<file path="src/rtl/uarch_pkg.sv">
// uarch_pkg: shared micro-architecture types and sizes for the writeback path
package uarch_pkg;
  localparam int TAG_WIDTH = 4;
  localparam int ROB_ENTRIES = 1 << TAG_WIDTH;
  localparam int DATA_WIDTH = 32;
  localparam int NUM_WB_SRC = 4;
  typedef struct packed {
    logic                  is_valid;
    logic [TAG_WIDTH-1:0]  dest_tag;
    logic [DATA_WIDTH-1:0] data;
  } writeback_packet_t;
  function automatic logic [TAG_WIDTH-1:0] age_of(input logic [TAG_WIDTH-1:0] tag, input logic [TAG_WIDTH-1:0] head);
    return tag - head;
  endfunction
endpackage

</file>
<file path="src/rtl/cdb_arbiter_if.sv">
// cdb_arbiter_if: result-source handshake and CDB broadcast bundle
interface cdb_arbiter_if #(parameter int N = uarch_pkg::NUM_WB_SRC);
  import uarch_pkg::*;
  logic                 flush;
  logic [TAG_WIDTH-1:0] rob_head;
  writeback_packet_t    fu_pkt [N];
  logic [N-1:0]         fu_rdy;
  writeback_packet_t    cdb_port0;
  writeback_packet_t    cdb_port1;
  modport master (output flush, rob_head, fu_pkt, input fu_rdy, cdb_port0, cdb_port1);
  modport slave (input flush, rob_head, fu_pkt, output fu_rdy, cdb_port0, cdb_port1);
endinterface

</file>
<file path="src/rtl/wb_age_select.sv">
// wb_age_select: picks the two oldest held results by ROB age, lower index on ties
module wb_age_select import uarch_pkg::*; #(
  parameter int N = NUM_WB_SRC
) (
  input  logic [N-1:0]         hold_v,
  input  logic [TAG_WIDTH-1:0] tag [N],
  input  logic [TAG_WIDTH-1:0] rob_head,
  output logic [N-1:0]         grant0,
  output logic [N-1:0]         grant1,
  output logic                 valid0,
  output logic                 valid1
);
  localparam int RW = $clog2(N) + 1;
  logic [TAG_WIDTH-1:0] age [N];
  logic [RW-1:0] rank [N];
  always_comb begin
    for (int i = 0; i < N; i++) age[i] = age_of(tag[i], rob_head);
    for (int i = 0; i < N; i++) begin
      rank[i] = '0;
      for (int j = 0; j < N; j++)
        if (hold_v[j] && (age[j] < age[i] || (age[j] == age[i] && j < i))) rank[i] = rank[i] + RW'(1);
      grant0[i] = hold_v[i] && rank[i] == '0;
      grant1[i] = hold_v[i] && rank[i] == RW'(1);
    end
  end
  assign valid0 = |grant0;
  assign valid1 = |grant1;
endmodule

</file>
<file path="src/rtl/cdb_arbiter.sv">
// cdb_arbiter: holds FU results and broadcasts the two oldest on the CDB ports
module cdb_arbiter import uarch_pkg::*; #(
  parameter int NUM_WB_SRC = uarch_pkg::NUM_WB_SRC
) (
  input logic          clk,
  input logic          rst,
  cdb_arbiter_if.slave bus
);
  localparam int N = NUM_WB_SRC;
  writeback_packet_t hold_q [N];
  writeback_packet_t hold_d [N];
  logic [N-1:0] hold_v_q, hold_v_d, grant0, grant1, grant, xfer, rdy;
  logic [TAG_WIDTH-1:0] hold_tag [N];
  logic valid0, valid1, kill;
  writeback_packet_t sel0, sel1, cdb0_q, cdb0_d, cdb1_q, cdb1_d;
  always_comb begin
    for (int i = 0; i < N; i++) hold_tag[i] = hold_q[i].dest_tag;
  end
  wb_age_select #(.N(N)) u_sel (
    .hold_v(hold_v_q), .tag(hold_tag), .rob_head(bus.rob_head),
    .grant0(grant0), .grant1(grant1), .valid0(valid0), .valid1(valid1)
  );
  assign kill = rst || bus.flush;
  assign grant = grant0 | grant1;
  // a granted entry frees its slot this cycle, so the source can stream without a bubble
  always_comb begin
    sel0 = '0;
    sel1 = '0;
    for (int i = 0; i < N; i++) begin
      rdy[i] = !kill && (!hold_v_q[i] || grant[i]);
      xfer[i] = bus.fu_pkt[i].is_valid && rdy[i];
      hold_v_d[i] = !kill && (xfer[i] || (hold_v_q[i] && !grant[i]));
      hold_d[i] = xfer[i] ? bus.fu_pkt[i] : hold_q[i];
      if (grant0[i]) sel0 = hold_q[i];
      if (grant1[i]) sel1 = hold_q[i];
    end
    cdb0_d = (kill || !valid0) ? '0 : sel0;
    cdb1_d = (kill || !valid1) ? '0 : sel1;
  end
  always_ff @(posedge clk) begin
    hold_q <= hold_d;
    hold_v_q <= hold_v_d;
    cdb0_q <= cdb0_d;
    cdb1_q <= cdb1_d;
  end
  assign bus.fu_rdy = rdy;
  assign bus.cdb_port0 = cdb0_q;
  assign bus.cdb_port1 = cdb1_q;
endmodule

</file>
<file path="src/flat_wrapper.sv">
// flat-port wrapper written by rule: the top's interface ports become plain ports
module cdb_arbiter_flat import uarch_pkg::*;
#(
  parameter int NUM_WB_SRC = uarch_pkg::NUM_WB_SRC
)
  (clk, rst, bus_flush, bus_rob_head, bus_fu_pkt, bus_fu_rdy, bus_cdb_port0, bus_cdb_port1);
  cdb_arbiter_if bus_i ();
  input logic clk;
  input logic rst;
  input wire logic [$bits(bus_i.flush)-1:0] bus_flush;
  input wire logic [$bits(bus_i.rob_head)-1:0] bus_rob_head;
  input wire logic [$bits(bus_i.fu_pkt)-1:0] bus_fu_pkt;
  output wire logic [$bits(bus_i.fu_rdy)-1:0] bus_fu_rdy;
  output wire logic [$bits(bus_i.cdb_port0)-1:0] bus_cdb_port0;
  output wire logic [$bits(bus_i.cdb_port1)-1:0] bus_cdb_port1;
  assign bus_i.flush = bus_flush;
  assign bus_i.rob_head = bus_rob_head;
  assign bus_i.fu_pkt = {>>{bus_fu_pkt}};
  assign bus_fu_rdy = bus_i.fu_rdy;
  assign bus_cdb_port0 = bus_i.cdb_port0;
  assign bus_cdb_port1 = bus_i.cdb_port1;
  cdb_arbiter #(.NUM_WB_SRC(NUM_WB_SRC)) u_core (.clk(clk), .rst(rst), .bus(bus_i));
endmodule
</file>
<file path="config.mk">
export PLATFORM = sky130hd
export DESIGN_NAME = cdb_arbiter_flat
export DESIGN_NICKNAME = d
export VERILOG_FILES = /design/src/rtl/uarch_pkg.sv /design/src/rtl/cdb_arbiter_if.sv /design/src/rtl/wb_age_select.sv /design/src/rtl/cdb_arbiter.sv /design/src/flat_wrapper.sv
export SDC_FILE = /design/constraint.sdc
export NUM_CORES = 1
export LEC_CHECK = 0
export ABC_AREA = 1
export CORE_ASPECT_RATIO = 0.6
export CORE_MARGIN = 2
export CORE_UTILIZATION = 45
export CTS_CLUSTER_SIZE = 28
export DETAILED_ROUTE_END_ITERATION = 6
export GPL_TIMING_DRIVEN = 0
export MAX_ROUTING_LAYER = met4
export PLACE_DENSITY = 0.71
export REMOVE_ABC_BUFFERS = 1
export SYNTH_ARGS = -nofsm -noshare
export SYNTH_HDL_FRONTEND = slang
export SYNTH_SLANG_ARGS = --single-unit
</file>
<file path="constraint.sdc">
create_clock -name clk -period 17.3 [get_ports clk]
set_input_delay 3.46 -clock clk [delete_from_list [all_inputs] [get_ports clk]]
set_output_delay 3.46 -clock clk [all_outputs]
set_load 0.01 [all_outputs]
</file>
==> results of run 1 <==
==> synth_stat cells (4+ instances only) <==
library cell | n | area, µm²
or2_2 | 21 | 131.4
nand3_2 | 6 | 60.06
clkbuf_1 | 34 | 127.6
nand2_1 | 300 | 1126
ha_1 | 27 | 337.8
inv_1 | 162 | 608.1
inv_2 | 9 | 33.78
o21ai_1 | 7 | 35.03
a21oi_2 | 18 | 157.7
buf_2 | 31 | 155.2
fa_1 | 4 | 80.08
edfxtp_1 | 148 | 4444
buf_6 | 5 | 56.30
nand4_1 | 82 | 513.0
nand3_1 | 78 | 390.4
dfxtp_1 | 78 | 1562
buf_4 | 7 | 52.55
o21ai_0 | 89 | 445.4
nor2_1 | 148 | 555.5
a21oi_1 | 65 | 325.3
nand2_2 | 17 | 106.4
==> how the worst max path moves through the flow <==
stage | from | endpoint | slack [ns]
2_1_floorplan | bus_rob_head[1] | bus_fu_rdy[2] | 6.89
3_3_place_gp | bus_rob_head[0] | u_core.hold_q[62]$_DFFE_PP_ | 2.37
3_5_place_dp | bus_rob_head[0] | bus_fu_rdy[2] | 4.48
4_1_cts | bus_rob_head[0] | bus_fu_rdy[2] | 4.47
5_1_grt | bus_rob_head[0] | bus_fu_rdy[2] | 4.18
6_report | bus_rob_head[0] | bus_fu_rdy[2] | 4.50
==> placed cells by master (no fill, tap or decap), types with 12 or more instances in the layout <==
cell type	netlist	layout
a21oi_1	65	65
a21oi_2	18	17
nand4_1	82	82
inv_1	162	162
o21ai_0	89	89
edfxtp_1	148	148
dfxtp_1	78	76
clkbuf_16	0	22
nor2_1	148	147
nand2_1	300	300
ha_1	27	27
nand2_2	17	17
nand3_1	78	78
buf_6	5	12
clkdlybuf4s50_1	0	232
or2_2	21	21
==> layout make-up <==
type | count | area (µm²) | share of cell area
clock buffers | 27 | 579.3 | 0.03858
flip-flops and latches | 226 | 6008 | 0.4001
multi-input cells | 887 | 4567 | 0.3041
diodes | 4 | 10.01 | 0.0006666
well taps | 329 | 411.6 | 0.02741
clock inverters | 13 | 130.1 | 0.008665
inverters | 172 | 645.6 | 0.04299
repair buffers | 256 | 2665 | 0.1775
==> per-layer routing <==
layer / up-vias / GRT usage / routed length, µm
li1: 4915 / - / -
met1: 4834 / 0.4122 / 16860
met2: 552 / 0.4123 / 16290
met3: 70 / 0.05022 / 3729
met4: 0 / 0.07912 / 859
met5: - / - / 0
==> registers in the layout, summed over array words and instances, names as in the netlist <==
register,cells
u_core.bus.cdb_port1,37
u_core.hold_q,148
u_core.hold_v_q,4
u_core.bus.cdb_port0,37
==> through the flow <==
step | cell area, µm² | hold slack [ns] | cells
floorplan | 11170 | 0.5417 | 1285
global placement | 13900 | 0.5773 | 1846
detailed placement | 14290 | 0.5835 | 1870
CTS | 15000 | 0.5988 | 1910
global route | 15020 | 0.6317 | 1914
finish | 15020 | 0.5895 | 1914
==> power by group through the flow <==
| stage | registers, mW | clock network, mW | logic (mW) |
|---|---|---|---|
| finish | 0.604 | 0.484 | 0.221 |
| global route | 0.605 | 0.511 | 0.243 |
| CTS | 0.604 | 0.491 | 0.219 |
| detailed placement | 0.616 | 0 | 0.218 |
| global placement | 0.618 | 0 | 0.207 |
| floorplan | 0.615 | 0 | 0.114 |
==> cells by family after synthesis <==
kind of cell | count (synthesis) | share of synthesized area
AO/OA/AOI/OAI | 183 | 0.08617
XOR/XNOR | 3 | 0.003893
AND/OR/NAND/NOR | 670 | 0.2642
flip-flops | 226 | 0.5190
adder cells (fa/ha/maj) | 31 | 0.03611
buffers and inverters | 252 | 0.09060
==> worst register-to-register path, delay by kind of cell, from the launching register on <==
kind / cells / cell delay (ns)
AO/OA/AOI/OAI: 4 / 0.68
XOR/XNOR: 1 / 0.26
AND/OR/NAND/NOR: 10 / 3.92
flip-flops: 1 / 0.49
adder cells (fa/ha/maj): 4 / 1.23
buffers and inverters: 5 / 0.58
==> qor.csv, run 1 <==
stage,metric,value,unit
layout,layout_fillers,2231,
sta,final-max-slew-violation-count,0,
power,power.net_switching,0.3608,mW
synth,syn-mean-instance-area,8.478,µm²
power,switching_share,0.2756,
clocking,cts_inserted_buffers,22,
clocking,post_cts_buffers,0,
placed_design,portBuffers,232,
critical_path,timing.reg2reg.setup_slack,10.03,ns
route,vias,10370,
synth,synthesis.instances,1365,
grt,gr-total-overflow,0,
die,fp-row-count,45,
sta,final.setup_skew,0.02014,ns
critical_path,worstPathCellList,clkdlybuf4s50_1 -> ha_1 -> inv_1 -> fa_1 -> ha_1 -> o21a_1 -> o21ai_0 -> nand2_1 -> o221ai_1 -> o21ai_0 -> nor2_1 -> inv_1 -> ha_1 -> inv_1 -> xor2_4 -> nand2_2 -> nand2_1 -> nor2_1 -> nor2_1 -> clkdlybuf4s50_1,
min_path,hold_start,u_core.hold_q[16]$_DFFE_PP_,
critical_path,critical_path.slowest_cell,xor2_4,
critical_path,timing.rr.start,u_core.hold_q[106]$_DFFE_PP_,
clocking,post_cts_resize_count,0,
sta,post-route-min-period,12.80,ns
placed_design,place_ws,4.476,ns
route,ant_nets,0,
grt,total_global_route_track_usage,0.2855,
die,total_i_o_pin_count,233,
power,power.density,87.18,nW/µm²
placed_design,globalplace.congestion,0.9154,
clocking,clock-sinks,226,
sta,achievable-frequency,78.15,MHz
outcome,run_status,"complete, no violations",
synth,yosys_register_bits,226,
min_path,holdPathStages,2,
route,via_per_inst,5.418,
critical_path,reg2reg_to,u_core.bus.cdb_port1[7]$_SDFF_PP0_,
synth,syn-cell-area,11570,µm²
sta,timing.setup.tns,0,ns
power,ir_drop,70.29,µV
power,static-leakage-power,6.171,nW
synth,synth_enable_flop_cells,148,
critical_path,crit_path_max_incr_delay,0.87,ns
sta,finalHoldViolations,0,
critical_path,critical_path_required,13.84,ns
die,core_region_area,25280,µm²
critical_path,timing.critical_path.fanout_max,41,
route,drt_iter0_drc,1119,
grt,grt_max_degree,60,
critical_path,arrival,9.34,ns
die,starting_density_of_the_core,0.4578,
die,die_area,27060,µm²
grt,wire_length_of_the_first_global_routing_pass,56750,µm
die,die_w,211.0,µm
layout,finalNetCount,1751,
min_path,holdPathEnd,u_core.bus.cdb_port0[16]$_SDFF_PP0_,
synth,synth-seq-area-share,0.5190,
route,drt_pre_antenna_iters,5,
power,totalPowerFinal,1.309,mW
placed_design,hpwl,25040,µm
power,power.combinational.fraction,0.169,
sta,post-route-worst-setup-slack,4.505,ns
power,pwr-share-clk,0.370,
synth,synth_cell_types,41,
route,total_routed_wirelength,37740,µm
critical_path,critical_path_class,in -> out,
critical_path,start_kind,primary input,
synth,synthesis.yosys.warnings,0,
sta,unrepaired_setup_endpoints_after_global_routing,false,
clocking,tritoncts,done,
synth,async_reset_ff_frac,0,
power,seqPwrFrac,0.461,
critical_path,sum_of_buffers_and_inverters_on_the_critical_path,5,
grt,grt_pass1_vias,9755,
min_path,hold_wc_path_type,reg -> reg,
critical_path,cpLargestDelayFamily,simple AND/OR/NAND/NOR gates,
layout,post_route_cells_drive_above_1_share,0.09171,
clocking,cts-htree-levels,1,
sta,worstMarginPinSlew,1.294,ns
critical_path,r2r.worst_path.cells,24,
job,drv.max_cap_violation_count,0,
power,intPower,0.9483,mW
route,drc_errors,0,
layout,postLayoutCoreUtil,0.5940,
die,chipHeight,128.2,µm
clocking,cts.reportedPaths.clkPinSlew,0.07,ns
synth,synth_flop_cell,edfxtp_1,
layout,syn2layout_area_growth,29.77,%
critical_path,critical_path_depth,20,
clocking,cts.hold.buffers_added,0,
clocking,insertion_delay,0.53,ns
clocking,clockRootBuffer,clkbuf_16,
sta,layout_worst_path_cycle_share,0.7396,
sta,setup_viol_count_final,0,
route,wire_per_inst,19.72,µm
sta,max_slew_margin,0.1366,
clocking,clock_tree.buffer_depth,3,
grt,number_of_antenna_violations_at_the_first_check_in_global_routing,4,
critical_path,endpoint_kind,output pin,
Power figures use the tool's default switching activity.
==> run 2: changes to the inputs <==
--- a/config.mk
+++ b/config.mk
@@ -13,7 +13,7 @@
 export DETAILED_ROUTE_END_ITERATION = 6
 export GPL_TIMING_DRIVEN = 0
 export MAX_ROUTING_LAYER = met4
-export PLACE_DENSITY = 0.71
+export PLACE_DENSITY = 0.74
 export REMOVE_ABC_BUFFERS = 1
 export SYNTH_ARGS = -nofsm -noshare
 export SYNTH_HDL_FRONTEND = slang
==> constraint.sdc (replaced) <==
create_clock -name clk -period 10.95 [get_ports clk]
set_input_delay 2.19 -clock clk [delete_from_list [all_inputs] [get_ports clk]]
set_output_delay 2.19 -clock clk [all_outputs]
set_load 0.01 [all_outputs]
==> run 2 against run 1 <==
First-iteration DRC count down 2.0%. Non-clock buffer count down 1. Die area unchanged. Via count up 1.1%. Critical endpoint unchanged. Largest cell class unchanged.
==> qor.csv, run 2 (synthesis gave the netlist of run 1 again) <==
stage,metric,value,unit
outcome,run_status,"complete, no violations",
sta,final-max-slew-violation-count,0,
power,power.density,137.2,nW/µm²
route,drt_iter0_drc,1097,
sta,unrepaired_setup_endpoints_after_global_routing,false,
clocking,clock_tree.buffer_depth,3,
grt,grt_pass1_vias,10130,
die,core_region_area,25280,µm²
clocking,insertion_delay,0.52,ns
layout,most_frequent_standard_cell_in_the_layout_excluding_fill_and_tap_cells,nand2_1,
route,total_routed_wirelength,37820,µm
route,route.met2.wl,16370,µm
die,fp-row-count,45,
layout,post_route_cells_drive_above_1_share,0.08861,
clocking,post_cts_buffers,0,
placed_design,hpwl,24730,µm
grt,gr-total-overflow,0,
power,static-leakage-power,6.155,nW
critical_path,arrival,8.21,ns
sta,max_slew_margin,0.1514,
route,detail_route.wirelength.met1,16650,µm
sta,setup_viol_count_final,0,
sta,final.setup_skew,0.01402,ns
min_path,hold_wc_path_type,reg -> reg,
layout,largest_register_ff_count,148,
placed_design,portBuffers,232,
grt,number_of_antenna_violations_at_the_first_check_in_global_routing,1,
route,detailed_route_wirelength_on_metal3,4080,µm
sta,post-route-min-period,10.40,ns
sta,worstMarginPinSlew,1.271,ns
clocking,clock-sinks,226,
grt,total_global_route_track_usage,0.2890,
layout,final-instance-count-excl-fill,1910,
die,total_i_o_pin_count,233,
layout,syn2layout_area_growth,29.29,%
route,ant_nets,0,
die,die_w,211.0,µm
grt,grt_max_degree,62,
grt,wire_length_of_the_first_global_routing_pass,57760,µm
power,totalPowerFinal,2.052,mW
placed_design,post-place-cells,1868,
critical_path,critical_path_required,8.76,ns
job,drv.max_cap_violation_count,0,
route,drc_errors,0,
placed_design,place_area,14250,µm²
clocking,cts_inserted_buffers,22,
clocking,cts.hold.buffers_added,0,
layout,postLayoutCoreUtil,0.5918,
layout,layout.cell_area.non_filler,14960,µm²
sta,layout_worst_path_cycle_share,0.9501,
critical_path,endpoint_kind,output pin,
clocking,cts-htree-levels,1,
critical_path,start_kind,primary input,
clocking,clockRootBuffer,clkbuf_16,
die,starting_density_of_the_core,0.4578,
sta,achievable-frequency,96.12,MHz
route,vias,10490,
critical_path,timing.critical_path.fanout_max,41,
route,drt_pre_antenna_iters,5,
route,wire_per_inst,19.80,µm
clocking,tritoncts,done,
die,die_area,27060,µm²
placed_design,globalplace.congestion,0.9298,
die,chipHeight,128.2,µm
route,topRoutingLayerUsed,met4,
power,ir_drop,105.0,µV
layout,finalNetCount,1750,
layout,layout_fillers,2181,
layout,most-common-layout-cells,"nand2_1, clkdlybuf4s50_1, inv_1, edfxtp_1, nor2_1",
layout,regMostFlops,u_core.hold_q,
route,via_per_inst,5.492,
sta,finalHoldViolations,0,
clocking,post_cts_resize_count,0,
critical_path,critical_path_class,in -> out,
clocking,cts.reportedPaths.clkPinSlew,0.06,ns
-- run 2: cell types whose count changed in the layout (fill, tap and decap cells not counted), moves of 2 or more --
cell	delta
clkinvlp_4	-2
diode_2	-3
buf_8	-4
clkbuf_1	+3
buf_6	+3
-- run 2: final timing paths --
path	from	to	slack (ns)	depth (start not counted)
worst max-delay path	bus_rob_head[0]	bus_fu_rdy[2]	0.55	20
worst min-delay path	u_core.hold_q[28]$_DFFE_PP_	u_core.bus.cdb_port0[28]$_SDFF_PP0_	0.58	2
worst max register to register	u_core.hold_q[106]$_DFFE_PP_	u_core.bus.cdb_port1[20]$_SDFF_PP0_	3.73	24
worst min register to register	u_core.hold_q[28]$_DFFE_PP_	u_core.bus.cdb_port0[28]$_SDFF_PP0_	0.58	2
-- run 2: routing by layer --
layer,vias up,GRT usage
li1,4900,-
met1,4913,0.3999
met2,620,0.4286
met3,56,0.06835
met4,0,0.07167
met5,-,-
-- run 2: worst max-delay path, stage by stage --
cell and delay, ns:
clkdlybuf4s50_1 0.56, ha_1 0.18, inv_1 0.06, fa_1 0.55
ha_1 0.36, o21a_1 0.10, o21ai_0 0.29, nand2_1 0.09
o221ai_1 0.08, o21ai_0 0.19, nor2_1 0.19, inv_1 0.06
ha_1 0.28, inv_1 0.14, xor2_4 0.91, nand2_2 0.85
nand2_1 0.22, nor2_1 0.10, nor2_1 0.17, clkdlybuf4s50_1 0.60
-- run 2: power breakdown --
group          switching [mW]  internal (mW)  total [mW]
Clock                   0.326          0.421       0.747
Combinational           0.217          0.134       0.351
Sequential             0.0165          0.938       0.954
Total                   0.560           1.49        2.05
-- run 2: stage by stage --
step	hold slack [ns]	worst slack, ns	setup TNS, ns
2_1_floorplan	0.5417	2.183	0
3_3_place_gp	0.5706	-2.951	-298.67
3_5_place_dp	0.5774	0.6987	0
4_1_cts	0.5911	0.6707	0
5_1_grt	0.6182	0.2010	0
6_report	0.5844	0.5465	0
-- run 2: layout make-up --
| type | count | area, µm² | area share |
|---|---|---|---|
| clock buffer | 32 | 629.4 | 0.04206 |
| antenna | 1 | 2.502 | 0.0001673 |
| inverter | 172 | 645.6 | 0.04315 |
| tap | 329 | 411.6 | 0.02751 |
| timing repair buffer | 255 | 2639 | 0.1764 |
| multi-input combinational | 887 | 4567 | 0.3052 |
| clock inverter | 8 | 58.81 | 0.003930 |
| sequential | 226 | 6008 | 0.4016 |
==> run 3: changes to the inputs <==
--- a/config.mk
+++ b/config.mk
@@ -9,7 +9,6 @@
 export CORE_ASPECT_RATIO = 0.6
 export CORE_MARGIN = 2
 export CORE_UTILIZATION = 45
-export CTS_CLUSTER_SIZE = 28
 export DETAILED_ROUTE_END_ITERATION = 6
 export GPL_TIMING_DRIVEN = 0
 export MAX_ROUTING_LAYER = met4
==> results of run 3 <==
The final DEF is identical to that of run 2; final timing and power are the same.
